<file path="src/rtl/immediate_generator_if.sv">
// Decode-stage immediate bus: instruction/select/enable in, decoded immediates out.
interface immediate_generator_if #(
    parameter int XLEN = 32
);
    logic [31:0]     instruction;
    logic [1:0]      imm_sel;
    logic            en;
    logic [XLEN-1:0] immediate;
    logic [XLEN-1:0] immediate_q;
    logic            imm_valid_q;
    logic            is_jtype;

    // Control/decode side drives the instruction and select.
    modport master (
        output instruction,
        output imm_sel,
        output en,
        input  immediate,
        input  immediate_q,
        input  imm_valid_q,
        input  is_jtype
    );

    // The immediate generator itself.
    modport slave (
        input  instruction,
        input  imm_sel,
        input  en,
        output immediate,
        output immediate_q,
        output imm_valid_q,
        output is_jtype
    );
endinterface

</file>
<file path="src/rtl/immediate_generator.sv">
// RV32I immediate generator: combinational decode of the I/S/B/U/J immediate
// selected by the control unit, plus a registered copy with a one-cycle valid.
module immediate_generator #(
    parameter int XLEN = 32
) (
    input  logic                 clk,
    input  logic                 rst,
    immediate_generator_if.slave bus
);
    localparam logic [6:0] OPC_JAL = 7'b1101111;

    localparam logic [1:0] SEL_I  = 2'b00;
    localparam logic [1:0] SEL_S  = 2'b01;
    localparam logic [1:0] SEL_B  = 2'b10;

    logic [31:0]     inst;
    logic            is_jal;
    logic [XLEN-1:0] imm_i;
    logic [XLEN-1:0] imm_s;
    logic [XLEN-1:0] imm_b;
    logic [XLEN-1:0] imm_j;
    logic [XLEN-1:0] imm_u;
    logic [XLEN-1:0] immediate_next;
    logic            is_jtype_next;
    logic [XLEN-1:0] immediate_reg;
    logic            imm_valid_reg;

    assign inst   = bus.instruction;
    // Opcode only matters to split U from J when the select is 11.
    assign is_jal = (inst[6:0] == OPC_JAL);

    // All five candidate immediates, each sign-extended from inst[31].
    assign imm_i = {{20{inst[31]}}, inst[31:20]};
    assign imm_s = {{20{inst[31]}}, inst[31:25], inst[11:7]};
    assign imm_b = {{19{inst[31]}}, inst[31], inst[7], inst[30:25], inst[11:8], 1'b0};
    assign imm_j = {{11{inst[31]}}, inst[31], inst[19:12], inst[20], inst[30:21], 1'b0};
    assign imm_u = {inst[31:12], 12'b0};

    // Format select; every select value produces a defined immediate.
    always_comb begin
        immediate_next = '0;
        is_jtype_next  = 1'b0;
        case (bus.imm_sel)
            SEL_I:   immediate_next = imm_i;
            SEL_S:   immediate_next = imm_s;
            SEL_B:   immediate_next = imm_b;
            default: begin
                immediate_next = is_jal ? imm_j : imm_u;
                is_jtype_next  = is_jal;
            end
        endcase
    end

    // Registered copy for the next stage; reset wins over enable.
    always_ff @(posedge clk) begin
        if (rst) begin
            immediate_reg <= '0;
            imm_valid_reg <= 1'b0;
        end else if (bus.en) begin
            immediate_reg <= immediate_next;
            imm_valid_reg <= 1'b1;
        end else begin
            imm_valid_reg <= 1'b0;
        end
    end

    assign bus.immediate   = immediate_next;
    assign bus.is_jtype    = is_jtype_next;
    assign bus.immediate_q = immediate_reg;
    assign bus.imm_valid_q = imm_valid_reg;
endmodule

</file>
<file path="src/flat_wrapper.sv">
// flat-port wrapper written by rule: the top's interface ports become plain ports
module immediate_generator_flat 
#(
    parameter int XLEN = 32
)
  (clk, rst, bus_instruction, bus_imm_sel, bus_en, bus_immediate, bus_immediate_q, bus_imm_valid_q, bus_is_jtype);
  immediate_generator_if #(.XLEN(XLEN)) bus_i ();
  input  logic clk;
  input  logic rst;
  input wire logic [$bits(bus_i.instruction)-1:0] bus_instruction;
  input wire logic [$bits(bus_i.imm_sel)-1:0] bus_imm_sel;
  input wire logic [$bits(bus_i.en)-1:0] bus_en;
  output wire logic [$bits(bus_i.immediate)-1:0] bus_immediate;
  output wire logic [$bits(bus_i.immediate_q)-1:0] bus_immediate_q;
  output wire logic [$bits(bus_i.imm_valid_q)-1:0] bus_imm_valid_q;
  output wire logic [$bits(bus_i.is_jtype)-1:0] bus_is_jtype;
  assign bus_i.instruction = bus_instruction;
  assign bus_i.imm_sel = bus_imm_sel;
  assign bus_i.en = bus_en;
  assign bus_immediate = bus_i.immediate;
  assign bus_immediate_q = bus_i.immediate_q;
  assign bus_imm_valid_q = bus_i.imm_valid_q;
  assign bus_is_jtype = bus_i.is_jtype;
  immediate_generator #(.XLEN(XLEN)) u_core (.clk(clk), .rst(rst), .bus(bus_i));
endmodule
</file>
<file path="config.mk">
export PLATFORM = sky130hd
export DESIGN_NAME = immediate_generator_flat
export DESIGN_NICKNAME = d
export VERILOG_FILES = /design/src/rtl/immediate_generator_if.sv /design/src/rtl/immediate_generator.sv /design/src/flat_wrapper.sv
export SDC_FILE = /design/constraint.sdc
export NUM_CORES = 1
export LEC_CHECK = 0
export BUFFER_PORTS_ARGS = -buffer_cell sky130_fd_sc_hd__buf_2
export CAP_MARGIN = 20
export CORE_AREA = 3 3 80 82
export CTS_BUF_LIST = sky130_fd_sc_hd__clkbuf_4
export CTS_CLUSTER_SIZE = 8
export DETAILED_ROUTE_END_ITERATION = 12
export DIE_AREA = 0 0 83 85
export HOLD_SLACK_MARGIN = 0.12
export PLACE_DENSITY_LB_ADDON = 0.25
export SYNTH_ARGS = -nofsm -noshare
export SYNTH_HDL_FRONTEND = slang
export SYNTH_SLANG_ARGS = --single-unit
</file>
<file path="constraint.sdc">
create_clock -name clk -period 2.1 [get_ports clk]
set_input_delay 0.105 -clock clk [delete_from_list [all_inputs] [get_ports clk]]
set_output_delay 0.105 -clock clk [all_outputs]
set_load 0.1 [all_outputs]
</file>
* Word level (Yosys, flattened, before mapping) *
Index checks and enable logic that the tools add are counted.

storage, ports and cells
  bits of input ports = 37
  memories kept = 0
  output and inout bits = 66
  bits in latches = 0
  memory bits (read-only) = 0
  memory bits (writable) = 0
  register bits = 33

cells by class
  mux-type cells = 4
  $lt $le $gt $ge = 0
  div/mod/pow operators = 0
  equal/unequal tests = 3
  multiply operators = 0
  reductions and logical operators = 2
  add/sub/neg operators = 0
  bitwise operators = 0
  shifts and indexed selects = 0

operators by type and width
  cell                number
  $pmux 31 s3         1
  $mux 31             1
  $eq 7x7->1 const B  1
  $reduce_or 3->1     1
  $eq 2x1->1 const B  1
  $eq 2x2->1 const B  1
  $logic_not 2->1     1
  $mux 1              2

* Logic depth before layout (Yosys ltp) *
Gate-level depths: netlist of run 1.

  depth in word-level cells = 3
  depth in mapped cells = 5

* Least setup slack after synthesis of run 1 *
OpenSTA, ideal clock, no wires.

  kind = in2out
  from = in bus_instruction[1]
  to = out bus_is_jtype
  cell stages on the path = 3
  setup slack = -482 ps
  buffers on the path = 1
  arrival = 2477 ps
  path through = nand4_1 -> buf_2 -> nor3_1

on the way
  longest elaborated chain between the ends = 2

ends and longest elaborated chain
  what                line                       RTL
  start: declaration  flat_wrapper.sv:10         input wire logic [$bits(bus_i.instruction)-1:0] bus_instruction;
  $eq 7x7->1          immediate_generator.sv:30  assign is_jal = (inst[6:0] == OPC_JAL);
  $mux 1              immediate_generator.sv:43  case (bus.imm_sel)
  end: declaration    flat_wrapper.sv:16         output wire logic [$bits(bus_i.is_jtype)-1:0] bus_is_jtype;

Every way passes these cells.

* Final worst setup path of run 1 *
  from = in bus_instruction[31]
  to = out bus_immediate[26]

on the way
  longest elaborated chain between the ends = 2

ends and longest elaborated chain
  what              line                       RTL
  $mux 31           immediate_generator.sv:48  immediate_next = is_jal ? imm_j : imm_u;
  $pmux 31 s3 (*)   immediate_generator.sv:43
  end: declaration  flat_wrapper.sv:13         output wire logic [$bits(bus_i.immediate)-1:0] bus_immediate;

Every way passes the cells marked *; elsewhere a longest branch is shown, timed or not.

==> flow_metrics.tcl, run 1 <==
set metrics [dict create \
    outcome "complete, no violations" \
    power_uw 2130 \
    yosysSeqAreaShare 0.372 \
    drc 0 \
    area_growth_pct 45.4 \
    hold_class "primary input to flip-flop" \
    clockRootBuffer "clkbuf_4" \
    synth_edf_count 0 \
    pwr_density_cell_nw_per_um2 826 \
    grt_usage 0.158 \
    netlist_area_um2 1780 \
    die_area_um2 7060 \
    gp_congestion 0.841 \
    grt_max_degree 41 \
    fmax_mhz 514 \
    postLayoutCoreUtil 0.444 \
    cts_buffers 5 \
    crit_required_ns 2.00 \
    max_stage_delay_ns 0.53 \
    cts_resized 0 \
    nets 350 \
    cp_max_fo 8 \
    p_int_uw 1030 \
    drive_above_1_share 0.427 \
    path_cells "dlygate4sd3_1 > buf_2 > and4b_1 > a21oi_1 > buf_4 > nand2_1 > buf_12" \
    slew_viol_final 0 \
    drtIter0Drc 84 \
    whs_ns 0.145 \
    pwr-share-clk 0.170 \
    yosysUniqueCellTypes 34 \
    antennaDiodeCount 0 \
    final.min_clock_period_ns 1.95 \
    end_kind "primary output" \
    setup_viol 0 \
    synth_flop_cell "dfxtp_1" \
    synthTopCellsByCount "dfxtp_1 (33), nor2_1 (32), nand2_1 (23), inv_1 (16), a211oi_2 (13)" \
    h-tree-depth 2 \
    antenna_found_initial 0 \
    ant_nets 0 \
    rsz0062_at_grt "no" \
    synth-warning-count 0 \
    clock-sinks 33 \
    clk_pin_slew_ns 0.10 \
    synth.most_common_cell "dfxtp_1" \
    tns_ns 0 \
    critPathKind "primary input to primary output" \
    cts_tree "done" \
    ys_top_cells_by_area "dfxtp_1 (37%), a211oi_2 (9.2%), nor2_1 (6.8%)" \
    async_flop_share 0 \
    p_leak_uw 0.00128 \
    synth_cells 209 \
    ir_drop_v 0.000344 \
    wl_um 5570 \
    grt.overflow.total 0 \
    vias 1865 \
    clk_latency_ns 0.33 \
    start_util 0.306 \
    cap_violations 0 \
    avgSynthCellArea_um2 8.50 \
    port_buffers 102 \
    avgViaCountPerCell 4.79 \
    grt_pass1_wl_um 9080 \
    slew_headroom 0.277 \
    finClkSkew_ns 0 \
    ys_ff_latch 33 \
    synth_top_area_share 0.372 \
    fp-row-count 28 \
    power_frac_seq 0.323 \
    io_pins 103 \
    wl_per_cell_um 14.3 \
    fp.dieW_um 83 \
    hpwl_um 4160 \
    p_switching_uw 1100 \
    core_area_um2 5820 \
    synth_top_area_cell "dfxtp_1" \
    crit_slowest_cell "dlygate4sd3_1" \
    worstMarginPinSlew_ns 1.08 \
    fin_crit_sh 0.926 \
    fp.dieH_um 85 \
    start_kind "primary input" \
    pwr-share-comb 0.506 \
    switching_share 0.518 \
    grt_pass1_vias 1882 \
    synth_fp_nets 246 \
    crit_arrival_ns 1.84 \
    cts_buffer_depth 2 \
    hold_violations 0 \
    drtPass1Iterations 4 \
]
## layout by cell type, fill, tap and decap left out
cell type,instances
inv_1,16
nand4_1,3
o31ai_1,1
a21oi_2,3
a2bb2oi_1,4
nor2_1,32
o21ai_0,3
and3_1,3
buf_2,92
and2b_1,1
buf_4,6
dlygate4sd3_1,9
and4b_1,1
dfxtp_1,33
a311oi_1,5
o32ai_1,6
clkbuf_4,6
a21oi_1,8
buf_12,10
nor3_2,1
nand3_1,3
and2_1,1
o211ai_1,8
nand2b_1,2
nor2b_1,2
and4_1,1
clkinv_2,2
mux2i_1,6
a211oi_2,13
nand2_1,23
nand3b_1,1
a211oi_1,7
a21boi_4,1
and3b_1,1
## power by group through the flow
stage / sequential, uW / clock, uW / combinational, uW
global route: 695 / 404 / 1120
CTS: 689 / 384 / 1090
finish: 689 / 363 / 1080
floorplan: 1010 / 0 / 545
detailed placement: 702 / 0 / 1070
global placement: 703 / 0 / 1070
## cells by family (layout without fill, tap and decap cells)
family,count (synthesis),in the layout,synth area share
AO/OA/AOI/OAI,59,59,0.289
buffers and inverters,36,141,0.115
flip-flops,33,33,0.372
multiplexers,6,6,0.0338
AND/OR/NAND/NOR,75,75,0.190
## worst paths after layout
kind | slack [ns] | from | cells past startpoint | endpoint
max reg2reg | 1.38 | u_core.bus.immediate_q[2] | 2 | u_core.bus.immediate_q[2]
max | 0.15 | bus_instruction[31] | 7 | bus_immediate[26]
min reg2reg | 0.49 | u_core.bus.immediate_q[14] | 2 | u_core.bus.immediate_q[14]
min | 0.14 | bus_instruction[13] | 3 | u_core.bus.immediate_q[13]
## critical path: cells and delay by family
kind                   cells  cell delay, ns
and+or+nand+nor            2            0.33
AOI/OAI and AO/OA          1            0.31
buffers and inverters      4            1.10
## per-layer routing
layer,share of wire,GRT usage,vias to the layer above
met5,0,0,-
met4,0.015,0.0594,0
met3,0.062,0.0437,8
met2,0.46,0.260,77
met1,0.46,0.198,834
li1,-,-,946
## through the flow
stage | std cells | setup slack (ns) | instance area, um^2
2_1_floorplan | 209 | 0.102 | 1780
3_3_place_gp | 372 | 0.347 | 2440
3_5_place_dp | 372 | 0.312 | 2440
4_1_cts | 389 | 0.152 | 2580
5_1_grt | 389 | 0.0410 | 2580
6_report | 389 | 0.155 | 2580
## state kept, by name (all words and copies together), names as in the netlist
name and count:
u_core.bus.imm_valid_q 1, u_core.bus.immediate_q 32
## layout make-up
class                           count  area (um^2)
Clock buffer                        6         45.0
Clock inverter                      2         10.0
Fill cell                         604         3230
Inverter                           16         60.1
Multi-Input combinational cell    140          917
Sequential cell                    33          661
Tap cell                           75         93.8
Timing Repair Buffer              117          796
## timing repair
item / in CTS / in global routing
setup endpoints to repair: 0 / 0
hold buffers: 9 / 0
hold endpoints to repair: 10 / 0
buffers inserted: 0 / 0
No activity file was read; power rests on OpenSTA's default activity.
==> run 2, diff against run 1 <==
BUFFER_PORTS_ARGS = not set   (was -buffer_cell sky130_fd_sc_hd__buf_2)
CTS_BUF_LIST = not set   (was sky130_fd_sc_hd__clkbuf_4)
DONT_BUFFER_PORTS = 1   (was not set)
==> flow_metrics.tcl, run 2 (synthesis gave the netlist of run 1 again) <==
set metrics [dict create \
    vias 1799 \
    worstMarginPinSlew_ns 1.08 \
    die_area_um2 7060 \
    pwr-share-comb 0.479 \
    clk_pin_slew_ns 0.07 \
    power_frac_seq 0.310 \
    drtPass1Iterations 4 \
    final_common_cell "buf_4" \
    cts_buffers 5 \
    p_leak_uw 0.00120 \
    fin_crit_sh 0.917 \
    max_stage_delay_ns 0.91 \
    drive_above_1_share 0.348 \
    antenna_found_initial 0 \
    hold_class "primary input to flip-flop" \
    end_kind "flip-flop" \
    start_kind "primary input" \
    crit_required_ns 2.26 \
    area_growth_pct 47.5 \
    p_switching_uw 1090 \
    tns_ns 0 \
    power_uw 2210 \
    slew_viol_final 0 \
    setup_viol 0 \
    wl_um 5800 \
    nets 326 \
    mostFrequentLayoutCells "buf_4 (67), dfxtp_1 (33), nor2_1 (25)" \
    grt_pass1_vias 1831 \
    drc 0 \
    cap_violations 0 \
    clock-sinks 33 \
    avgViaCountPerCell 4.93 \
    wl_per_cell_um 15.9 \
    postLayoutCoreUtil 0.451 \
    placedCellCount 331 \
    clockRootBuffer "clkbuf_8" \
    h-tree-depth 2 \
    grt_usage 0.162 \
    pwr-share-clk 0.210 \
    fp-row-count 28 \
    path_cells "and4_1 > a211oi_2 > a211oi_2 > dlygate4sd3_1" \
    cp_max_fo 11 \
    crit_buf_inv 1 \
    port_buffers 0 \
    clk_latency_ns 0.27 \
    critPathKind "primary input to flip-flop" \
    hold_violations 0 \
    cpMostUsedCell "a211oi_2" \
    finClkSkew_ns 0 \
    rsz0062_at_grt "no" \
    final_cells 365 \
    final.fill_count 594 \
    grt_pass1_wl_um 9350 \
    crit_arrival_ns 2.09 \
    cts_resized 0 \
    grt.overflow.total 0 \
    slew_headroom 0.281 \
    p_int_uw 1120 \
    io_pins 103 \
    switching_share 0.493 \
    pwr_density_cell_nw_per_um2 843 \
    final.min_clock_period_ns 1.93 \
    antennaDiodeCount 0 \
    cts_buffer_depth 2 \
    postCtsSetupRepairBufs 0 \
    ant_nets 0 \
    fmax_mhz 519 \
    start_util 0.306 \
    ir_drop_v 0.000465 \
    grt_max_degree 39 \
    outcome "complete, no violations" \
    hpwl_um 4150 \
    crit_slowest_cell "a211oi_2" \
    core_area_um2 5820 \
    crit_family "compound AO/OA/AOI/OAI gates" \
    largest_reg_flops 32 \
    fp.dieH_um 85 \
    gp_congestion 0.811 \
    drtIter0Drc 66 \
    cts_tree "done" \
    fp.dieW_um 83 \
]
-- run 2: what timing repair did --
action / in CTS / in global routing
setup endpoints to repair: 0 / 0
hold buffers: 26 / 0
endpoints found under the hold margin: 33 / 0
-- run 2: final timing paths --
kind / startpoint / endpoint / slack (ns) / cells after the start
max reg2reg: u_core.bus.immediate_q[28] / u_core.bus.immediate_q[28] / 0.85 / 3
min: bus_instruction[8] / u_core.bus.immediate_q[1] / 0.13 / 2
max: bus_instruction[1] / u_core.bus.immediate_q[28] / 0.17 / 4
min reg2reg: u_core.bus.immediate_q[15] / u_core.bus.immediate_q[15] / 0.49 / 2
-- run 2: power by group through the flow --
stage,clock network [uW],registers (uW),logic (uW)
floorplan,0,1010,545
global placement,0,700,986
detailed placement,0,700,988
CTS,486,686,1060
global route,505,690,1100
finish,465,686,1060
-- run 2: layout make-up --
class	instances	area, um^2	share of cell area
clock buffer	6	72.6	0.0277
clock inverter	2	10.0	0.00382
timing repair buffer	93	783	0.299
tap	75	93.8	0.0358
multi-input combinational	140	941	0.359
inverter	16	60.1	0.0229
sequential	33	661	0.252
-- run 2: layer usage --
layer / share of wire / GRT usage
met5: 0 / 0
met4: 0.017 / 0.0594
met3: 0.078 / 0.0534
met2: 0.47 / 0.268
met1: 0.44 / 0.198
-- run 2: stage by stage --
stage | worst slack, ns | hold WS (ns) | instance area (um^2)
after floorplan | 0.102 | 0.252 | 1780
after global placement | 0.461 | 0.175 | 2260
after detailed placement | 0.471 | 0.177 | 2260
after CTS | 0.235 | 0.124 | 2620
after global routing | 0.0991 | 0.136 | 2620
final | 0.173 | 0.131 | 2620
==> run 3, diff against run 2 <==
CORE_AREA = 3 3 72 91   (was 3 3 80 82)
DIE_AREA = 0 0 75 94   (was 0 0 83 85)
SETUP_SLACK_MARGIN = 0.15   (was not set)
==> flow_metrics.tcl, run 3 (synthesis gave the netlist of run 1 again) <==
set metrics [dict create \
    outcome "complete, no violations" \
    grt_usage 0.172 \
    gp_congestion 0.769 \
    critPathKind "primary input to flip-flop" \
    tns_ns 0 \
    cts_buffers 5 \
    drtPass1Iterations 4 \
    core_area_um2 5780 \
    fp-row-count 31 \
    pwr_density_cell_nw_per_um2 879 \
    cp_max_fo 12 \
    hold_violations 0 \
    hold_class "primary input to flip-flop" \
    postCtsSetupRepairBufs 0 \
    fp.dieW_um 75 \
    slew_viol_final 0 \
    cap_violations 0 \
    ant_nets 0 \
    grt_max_degree 39 \
    avgViaCountPerCell 5.15 \
    port_buffers 0 \
    wl_um 6070 \
    p_leak_uw 0.00126 \
    cts_buffer_depth 2 \
    drive_above_1_share 0.346 \
    antennaDiodeCount 0 \
    rsz0062_at_grt "no" \
    wl_per_cell_um 16.7 \
    slew_headroom 0.574 \
    antenna_found_initial 0 \
    fmax_mhz 604 \
    cts_tree "done" \
    final_common_cell "buf_4" \
    final.min_clock_period_ns 1.66 \
    clockRootBuffer "clkbuf_8" \
    mostFrequentLayoutCells "buf_4 (69), dfxtp_1 (33), dlygate4sd3_1 (30)" \
    clock-sinks 33 \
    crit_arrival_ns 1.83 \
    power_uw 2390 \
    h-tree-depth 2 \
    fp.dieH_um 94 \
    io_pins 103 \
    start_kind "primary input" \
    grt_pass1_vias 1846 \
    area_growth_pct 53.0 \
    finClkSkew_ns 0 \
    largest_reg_flops 32 \
    ir_drop_v 0.000511 \
    clk_latency_ns 0.28 \
    vias 1874 \
    clk_pin_slew_ns 0.07 \
    grt_pass1_wl_um 9190 \
    worstMarginPinSlew_ns 0.638 \
    grt.overflow.total 0 \
    die_area_um2 7050 \
    fin_crit_sh 0.789 \
    drtIter0Drc 49 \
    start_util 0.307 \
    setup_viol 0 \
    nets 334 \
    hpwl_um 4180 \
    cts_resized 0 \
    crit_required_ns 2.27 \
    end_kind "flip-flop" \
    drc 0 \
]
-- run 3: final timing paths --
path | startpoint | end | slack (ns) | cells past startpoint
hold / removal | bus_instruction[11] | u_core.bus.immediate_q[4] | 0.14 | 2
hold reg to reg | u_core.bus.immediate_q[15] | u_core.bus.immediate_q[15] | 0.49 | 2
setup / recovery | bus_instruction[1] | u_core.bus.immediate_q[21] | 0.44 | 4
setup reg to reg | u_core.bus.immediate_q[21] | u_core.bus.immediate_q[21] | 0.60 | 4
-- run 3: power by group --
part           internal, uW  switching, uW
clock                   387            241
combinational           236            843
sequential              668           15.1
-- run 3: what timing repair did --
item / 4_1_cts / 5_1_grt
setup endpoints to repair: 0 / 0
endpoints found under the hold margin: 33 / 0
hold buffers: 32 / 0
-- run 3: layout make-up --
class | instances | area [um^2]
well taps | 66 | 82.6
clock buffers | 7 | 86.3
fillers | 593 | 3060
inverters | 16 | 60.1
clock inverters | 1 | 30.0
flip-flops and latches | 33 | 661
repair buffers | 101 | 858
multi-input cells | 140 | 941
-- run 3: per-layer routing --
metal,wire length [um],part of all wire,up-vias,GRT usage
met5,0,0,-,0
met4,90,0.015,0,0.0564
met3,442,0.073,8,0.0482
met2,3100,0.51,82,0.296
met1,2430,0.40,869,0.202
li1,-,-,915,-
-- run 3: critical path: stages --
cell and delay [ns]:
nand4_1 0.50, o211ai_1 0.53, a211oi_2 0.12, dlygate4sd3_1 0.57
-- run 3: through the flow --
stage	hold slack [ns]	worst slack, ns	instance area, um^2	instances	utilization
2_1_floorplan	0.252	0.102	1780	209	-
3_3_place_gp	0.177	0.530	2260	324	0.391
3_5_place_dp	0.178	0.558	2260	324	0.391
4_1_cts	0.133	0.512	2720	364	0.470
5_1_grt	0.150	0.393	2720	364	0.470
6_report	0.142	0.443	2720	364	0.470
